File: config.mk
export PLATFORM = sky130hd
export DESIGN_NAME = jtag_tap_controller
export DESIGN_NICKNAME = d
export VERILOG_FILES = /design/src/rtl/jtag_pkg.sv /design/src/rtl/jtag_tap_fsm.sv /design/src/rtl/jtag_tap_controller.sv
export SDC_FILE = /design/constraint.sdc
export NUM_CORES = 1
export LEC_CHECK = 0
export ABC_CLOCK_PERIOD_IN_PS = 1350
export CAP_MARGIN = 10
export CELL_PAD_IN_SITES_DETAIL_PLACEMENT = 2
export CELL_PAD_IN_SITES_GLOBAL_PLACEMENT = 2
export CORE_ASPECT_RATIO = 0.9
export CORE_MARGIN = 3
export CORE_UTILIZATION = 24
export DETAILED_ROUTE_END_ITERATION = 10
export PLACE_DENSITY_LB_ADDON = 0.15
export SLEW_MARGIN = 5
export SYNTH_ARGS = -nofsm -noshare
export SYNTH_HDL_FRONTEND = slang
export SYNTH_HIERARCHICAL = 1
export SYNTH_SLANG_ARGS = --single-unit
File: constraint.sdc
create_clock -name Clock -period 1.35 [get_ports Clock]
set_input_delay 0.3375 -clock Clock [delete_from_list [all_inputs] [get_ports Clock]]
set_output_delay 0.3375 -clock Clock [all_outputs]
set_load 0.005 [all_outputs]
File: src/rtl/jtag_pkg.sv
// Shared TAP definitions: 1149.1 state codes, default opcodes and instruction decode helper.
package jtag_pkg;

  localparam logic [3:0] TapCodeEx2Dr   = 4'h0;
  localparam logic [3:0] TapCodeEx1Dr   = 4'h1;
  localparam logic [3:0] TapCodeShDr    = 4'h2;
  localparam logic [3:0] TapCodePauseDr = 4'h3;
  localparam logic [3:0] TapCodeSelIr   = 4'h4;
  localparam logic [3:0] TapCodeUpDr    = 4'h5;
  localparam logic [3:0] TapCodeCapDr   = 4'h6;
  localparam logic [3:0] TapCodeSelDr   = 4'h7;
  localparam logic [3:0] TapCodeEx2Ir   = 4'h8;
  localparam logic [3:0] TapCodeEx1Ir   = 4'h9;
  localparam logic [3:0] TapCodeShIr    = 4'hA;
  localparam logic [3:0] TapCodePauseIr = 4'hB;
  localparam logic [3:0] TapCodeRti     = 4'hC;
  localparam logic [3:0] TapCodeUpIr    = 4'hD;
  localparam logic [3:0] TapCodeCapIr   = 4'hE;
  localparam logic [3:0] TapCodeTlr     = 4'hF;

  localparam int unsigned    DefaultIrWidth    = 3;
  localparam logic [2:0]     DefaultExtestCode = 3'b000;
  localparam logic [2:0]     DefaultSampleCode = 3'b001;

  typedef enum logic [3:0] {
    StEx2Dr   = TapCodeEx2Dr,
    StEx1Dr   = TapCodeEx1Dr,
    StShDr    = TapCodeShDr,
    StPauseDr = TapCodePauseDr,
    StSelIr   = TapCodeSelIr,
    StUpDr    = TapCodeUpDr,
    StCapDr   = TapCodeCapDr,
    StSelDr   = TapCodeSelDr,
    StEx2Ir   = TapCodeEx2Ir,
    StEx1Ir   = TapCodeEx1Ir,
    StShIr    = TapCodeShIr,
    StPauseIr = TapCodePauseIr,
    StRti     = TapCodeRti,
    StUpIr    = TapCodeUpIr,
    StCapIr   = TapCodeCapIr,
    StTlr     = TapCodeTlr
  } tap_state_e;

  // Anything that is neither EXTEST nor SAMPLE/PRELOAD routes through the bypass flop.
  function automatic logic is_bypass(input logic [31:0] ir, input logic [31:0] extest,
                                     input logic [31:0] sample);
    return !((ir == extest) || (ir == sample));
  endfunction

endpackage

File: src/rtl/jtag_tap_fsm.sv
// 16-state TAP controller state register and TMS-driven next-state logic.
module jtag_tap_fsm
  import jtag_pkg::*;
(
  input  logic       clk_i,
  input  logic       rst_ni,
  input  logic       tms_i,
  output tap_state_e state_o
);

  tap_state_e state_q, state_d;

  always_comb begin
    state_d = state_q;
    unique case (state_q)
      StTlr:     state_d = tms_i ? StTlr     : StRti;
      StRti:     state_d = tms_i ? StSelDr   : StRti;
      StSelDr:   state_d = tms_i ? StSelIr   : StCapDr;
      StCapDr:   state_d = tms_i ? StEx1Dr   : StShDr;
      StShDr:    state_d = tms_i ? StEx1Dr   : StShDr;
      StEx1Dr:   state_d = tms_i ? StUpDr    : StPauseDr;
      StPauseDr: state_d = tms_i ? StEx2Dr   : StPauseDr;
      StEx2Dr:   state_d = tms_i ? StUpDr    : StShDr;
      StUpDr:    state_d = tms_i ? StSelDr   : StRti;
      StSelIr:   state_d = tms_i ? StTlr     : StCapIr;
      StCapIr:   state_d = tms_i ? StEx1Ir   : StShIr;
      StShIr:    state_d = tms_i ? StEx1Ir   : StShIr;
      StEx1Ir:   state_d = tms_i ? StUpIr    : StPauseIr;
      StPauseIr: state_d = tms_i ? StEx2Ir   : StPauseIr;
      StEx2Ir:   state_d = tms_i ? StUpIr    : StShIr;
      StUpIr:    state_d = tms_i ? StSelDr   : StRti;
      default:   state_d = StTlr;
    endcase
  end

  always_ff @(posedge clk_i or negedge rst_ni) begin
    if (!rst_ni) begin
      state_q <= StTlr;
    end else begin
      state_q <= state_d;
    end
  end

  assign state_o = state_q;

endmodule

File: src/rtl/jtag_tap_controller.sv
// TAP controller top: instruction/bypass registers, TDO mux and boundary-cell strobe decode.
module jtag_tap_controller
  import jtag_pkg::*;
#(
  parameter int unsigned         IR_WIDTH    = DefaultIrWidth,
  parameter logic [IR_WIDTH-1:0] EXTEST_CODE = IR_WIDTH'(DefaultExtestCode),
  parameter logic [IR_WIDTH-1:0] SAMPLE_CODE = IR_WIDTH'(DefaultSampleCode)
) (
  input  logic                Clock,
  input  logic                Reset_n,
  input  logic                TMS,
  input  logic                TDI,
  input  logic                BSR_TDO,
  output logic                TDO,
  output logic                TDO_en,
  output logic                Shift_or_Load,
  output logic                Test_or_Normal,
  output logic                BSR_clock_en,
  output logic                BSR_update,
  output logic [3:0]          State,
  output logic [IR_WIDTH-1:0] IR
);

  localparam logic [IR_WIDTH-1:0] IrCapture = IR_WIDTH'(2'b01);

  tap_state_e          state;
  logic [IR_WIDTH-1:0] ir_q, ir_d;
  logic [IR_WIDTH-1:0] ir_sr_q, ir_sr_d;
  logic                bypass_q, bypass_d;
  logic                bsr_sel;
  logic                to_tlr;

  jtag_tap_fsm u_fsm (
    .clk_i   (Clock),
    .rst_ni  (Reset_n),
    .tms_i   (TMS),
    .state_o (state)
  );

  assign bsr_sel = !is_bypass(32'(ir_q), 32'(EXTEST_CODE), 32'(SAMPLE_CODE));
  // TLR is only reachable from TLR itself or Select-IR with TMS high.
  assign to_tlr  = TMS && ((state == StTlr) || (state == StSelIr));

  always_comb begin
    ir_d     = ir_q;
    ir_sr_d  = ir_sr_q;
    bypass_d = bypass_q;
    case (state)
      StCapIr: ir_sr_d = IrCapture;
      StShIr:  ir_sr_d = {TDI, ir_sr_q[IR_WIDTH-1:1]};
      StUpIr:  ir_d    = ir_sr_q;
      StCapDr: if (!bsr_sel) bypass_d = 1'b0;
      StShDr:  if (!bsr_sel) bypass_d = TDI;
      default: ;
    endcase
    if (to_tlr) begin
      ir_d = '1;
    end
  end

  always_ff @(posedge Clock or negedge Reset_n) begin
    if (!Reset_n) begin
      ir_q     <= '1;
      ir_sr_q  <= '0;
      bypass_q <= 1'b0;
    end else begin
      ir_q     <= ir_d;
      ir_sr_q  <= ir_sr_d;
      bypass_q <= bypass_d;
    end
  end

  always_comb begin
    TDO            = 1'b0;
    TDO_en         = 1'b0;
    Shift_or_Load  = 1'b0;
    BSR_clock_en   = 1'b0;
    BSR_update     = 1'b0;
    Test_or_Normal = (ir_q == EXTEST_CODE);
    case (state)
      StShIr: begin
        TDO    = ir_sr_q[0];
        TDO_en = 1'b1;
      end
      StShDr: begin
        TDO           = bsr_sel ? BSR_TDO : bypass_q;
        TDO_en        = 1'b1;
        Shift_or_Load = bsr_sel;
        BSR_clock_en  = bsr_sel;
      end
      StCapDr: BSR_clock_en = bsr_sel;
      StUpDr:  BSR_update   = bsr_sel;
      default: ;
    endcase
  end

  assign State = state;
  assign IR    = ir_q;

endmodule

Word level (Yosys, flattened, before mapping)
Index checks and enable logic that the tools add are counted.
{ "classes": {"eq_ne": 18, "muxes": 25, "reduce_logical": 13} }
{ "op_table": {"columns": ["cell", "count"], "rows": [
  ["$pmux 4 s12", 1],
  ["$eq 4x4->1 const B", 8],
  ["$mux 3", 6],
  ["$eq 4x3->1 const B", 4],
  ["$mux 2", 6],
  ["$eq 4x2->1 const B", 2],
  ["$mux 1", 8],
  ["$pmux 3 s2", 1],
  ["$reduce_bool 2->1", 3],
  ["$reduce_or 2->1", 3],
  ["$eq 4x1->1 const B", 1],
  ["$logic_not 4->1", 1],
  ["$mux 4", 1],
  ["$ne 2x2->1 const B", 2],
  ["$pmux 1 s2", 2],
  ["$eq 3x1->1 const B", 1],
  ["$logic_not 3->1", 1],
  ["$reduce_and 3->1", 1],
  ["$reduce_or 3->1", 1],
  ["$logic_or 1x1->1", 2],
  ["$logic_and 1x1->1", 1]
]} }
{ "totals": {"ff_bits": 11, "input_bits": 5, "out_inout_bits": 13, "wordCells": 60} }

Depth between registers and ports, before layout
{ "logic_depth": {"word_depth": 4, "ltp_mapped": 4, "mapped_depth_nobuf": 3} }

Cells and area by module
Netlist, hierarchy kept.
{ "by_module_without_submodules": {"columns": ["mod", "n_inst", "cells_per_inst", "area_per_inst_um2", "seq_area_each_um2"], "rows": [
  ["jtag_tap_controller", 1, 43, 430.4, 178.9],
  ["jtag_tap_fsm", 1, 19, 197.7, 105.1]
]} }

Worst setup path after synthesis
OpenSTA, ideal clock, no wires.
{ "synth_path": {"kind": "reg2out", "from": "reg u_fsm.state_q[1] (netlist: u_fsm/state_o[1])", "to": "out TDO", "arrival_time_ps": 1076, "t_required_ps": 1013, "path_slack_ps": -63, "stages_incl_launch_ff": 3, "n_path_buf": 0, "path_cell_list": "dfstp_2 nand2b_4 a2111oi_2"} }
{ "synth_between": {"elab_chain_cells": 2, "word_cells_on_any_way": 3, "cone_classes": "2 x eq/ne; 1 x mux"} }
{ "synth_lines": {"columns": ["item", "line", "text"], "rows": [
  ["start, declared", "jtag_tap_fsm.sv:11", "tap_state_e state_q, state_d;"],
  ["start signal, assigned", "jtag_tap_fsm.sv:38", "state_q <= StTlr;"],
  ["start signal, assigned", "jtag_tap_fsm.sv:40", "state_q <= state_d;"],
  ["$eq 4x2->1 or $eq 4x4->1 (tied branches)", "jtag_tap_controller.sv:80", "case (state)"],
  ["$pmux 1 s2 *", "jtag_tap_controller.sv:80", null],
  ["end, declared", "jtag_tap_controller.sv:14", "output logic TDO,"]
]} }
Every way passes the cells marked *; elsewhere a longest branch is shown, timed or not.

Worst setup path in the final report
Ends and elaborated chain as after synthesis.

==> flow_metrics.tcl <==
set metrics [dict create \
    vias 685 \
    antenna_found_initial 0 \
    vias_per_cell 4.928 \
    combinationalPowerShare 0.683 \
    synth_fa_ha_area_frac 0 \
    tns_ps -3354 \
    tightest_slew_ps 347.4 \
    avgSynthCellArea_um2 10.13 \
    firstDrtPassIters 4 \
    grt_util_all_layers 0.1977 \
    post_route_cells_drive_above_1_share 0.6339 \
    p_leak_uw 0.0005412 \
    ant_nets 0 \
    maxCapViolCount 0 \
    skew_ps 3.560 \
    period_minus_slack_ps 1745 \
    grt_first_pass_wirelength_mm 4.457 \
    design.core.area_um2 2322 \
    crit_type "reg -> out" \
    yosys.area_share.xor_xnor 0 \
    synth_compound_area_frac 0.1952 \
    met1_usage 0.2337 \
    synth-simple-area-share 0.2849 \
    cts_tree "yes" \
    cts_max_path_buffers 2 \
    grt_max_degree 12 \
    ys_seq_area_frac 0.4522 \
    synth_cells 62 \
    synth-seq-cells 11 \
    p_per_area_nw_per_um2 2506 \
    grt.busiest_layer "met2" \
    cts_buffers 3 \
    wire_per_inst_um 20.40 \
    start_kind "register" \
    yosys_warnings 6 \
    synth_top_family_by_area "simple AND/OR/NAND/NOR gates" \
    p_sw_frac 0.4073 \
    status "finished with violations" \
    grt_setup_unrepaired "yes" \
    gr-total-overflow 0 \
    cp.arrival_ps 1410 \
    cp_data_required_time_ps 1010 \
    p_total_uw 3014 \
    whs_ps 360.7 \
    dpl.hpwl_mm 1.450 \
    gp_congestion 0.6746 \
    relSlewSlack 0.7677 \
    layout_setup_ws_ps -395.3 \
    wl_mm 2.836 \
    switching_power_uw 1227 \
    route.detailed.drc 0 \
    cp_max_fo 5 \
    synth.distinct_cells 30 \
    hold_class "in -> async" \
    violations "negative setup slack" \
    portBuffers 17 \
    synth_area_um2 628.1 \
    fp-row-count 16 \
    die_y_um 54.53 \
    hold_viol 0 \
    n_antenna_cell 0 \
    cts_sinks 11 \
    pwr-share-seq 0.237 \
    grt_pass1_vias 800 \
    grt_use_met2 0.3651 \
    fin_crit_sh 1.293 \
    use_met3 0.04245 \
    die_width_um 59.93 \
    cts.clk_slew.worst_paths_ps 80 \
    endpoint_kind "primary output" \
    setup_viol 21 \
    finish.net_count 118 \
    syn_to_final_growth_pct 91.43 \
    post-route-util 0.5178 \
    max_freq_mhz 573.0 \
    drtIter0Drc 15 \
    clockRootBuffer "clkbuf_4" \
    maxSlewViolCount 0 \
    power_frac_clock 0.080 \
    fp.dieArea_um2 3268 \
    synthMuxAreaShare 0.03187 \
    p_int_uw 1786 \
    num_io_pins 18 \
    worst_skew_pair.late_latency_ps 270 \
    synth_nets 67 \
    start_util 0.2705 \
    n_fill_cell 230 \
    ir_drop_mv 1.418 \
    htreeDepth 1 \
    hold_buffers 0 \
]
power by group through the flow:
stage	Combinational [uW]	Clock, uW	Sequential [uW]
after floorplan	605	0	763
after global placement	1280	0	707
after detailed placement	1310	0	720
after CTS	1830	256	699
after global routing	2220	263	741
final	2060	242	714
cells in the final DEF (no fill, tap or decap), drive strengths merged, types with 2 or more instances in the layout:
cell,instances
clkbuf,5
dfstp,7
o211ai,3
dfrtp,4
nor2,6
o21a,2
mux2i,2
nand3b,3
o21ai,4
nor3,4
clkdlybuf4s50,4
buf,41
nand2b,3
nand2,8
through the flow:
stage,area (um2),setup slack [ps],instances
4_1_cts,1130,-417.9,138
3_3_place_gp,920.9,-683.8,116
6_report,1202,-395.3,139
3_5_place_dp,920.9,-725.9,116
5_1_grt,1202,-469.1,139
2_1_floorplan,645.6,-22.77,62
layout make-up:
class	count	area [um2]	area share
clock buffers	4	26.28	0.02185
inverters	1	3.754	0.003122
multi-input cells	48	415.4	0.3455
flip-flops and latches	11	284.0	0.2362
well taps	27	33.78	0.02810
repair buffers	48	439.2	0.3652
what timing repair did:
action,in CTS,in global routing
pin swaps,12,6
setup endpoints to repair,18,22
buffers inserted,18,2
gates resized for setup,70,19
sequential cells by signal, indices dropped and copies added (netlist names):
name,cells
IR,3
bypass_q,1
ir_sr_q,3
u_fsm/state_o,4
final timing paths:
check | start | to | slack (ps) | cells after the start
worst max register to register | u_fsm/state_o[0] | ir_sr_q[2] | -190 | 7
max in group asynchronous | Reset_n | IR[1] | 760 | 2
worst min-delay path | Reset_n | bypass_q | 360 | 2
min in group Clock | bypass_q | bypass_q | 540 | 2
worst max-delay path | u_fsm/state_o[1] | TDO | -400 | 3
worst min register to register | bypass_q | bypass_q | 540 | 2
worst max-delay path: stages (launching register included):
cell	delay [ps]
dfstp_2	570
nand2b_4	110
a2111oi_4	270
buf_2	170
per-layer routing:
metal	vias to the layer above	share of wire	wire, um
li1	328	-	-
met1	343	0.45	1269
met2	12	0.52	1474
met3	2	0.024	69
met4	0	0.0078	22
met5	-	0	0
synthesized netlist by cell type:
cell type	n	area share
a2111oi_2	1	0.024
a211oi_1	1	0.012
a21boi_0	1	0.012
a21oi_1	1	0.0080
a22o_1	1	0.014
and3_2	1	0.012
buf_4	1	0.012
buf_6	1	0.018
dfrtp_1	4	0.16
dfstp_2	7	0.29
inv_1	1	0.0060
mux2i_1	2	0.032
nand2_1	8	0.048
nand2b_1	2	0.020
nand2b_4	1	0.022
nand3_1	1	0.0080
nand3b_1	3	0.036
nand4_1	1	0.010
nand4b_1	1	0.014
nor2_1	6	0.036
nor2b_4	1	0.022
nor3_1	3	0.024
nor3_2	1	0.016
o211ai_1	2	0.024
o211ai_2	1	0.020
o21a_1	2	0.024
o21ai_0	4	0.032
o31ai_1	1	0.012
o41ai_1	1	0.014
or3_4	1	0.018
cells by family after synthesis:
logic type	Yosys count
DFF	11
buffers and inverters	3
and+or+nand+nor	30
AOI/OAI and AO/OA	16
muxes	2
No activity file was read; power rests on OpenSTA's default activity.
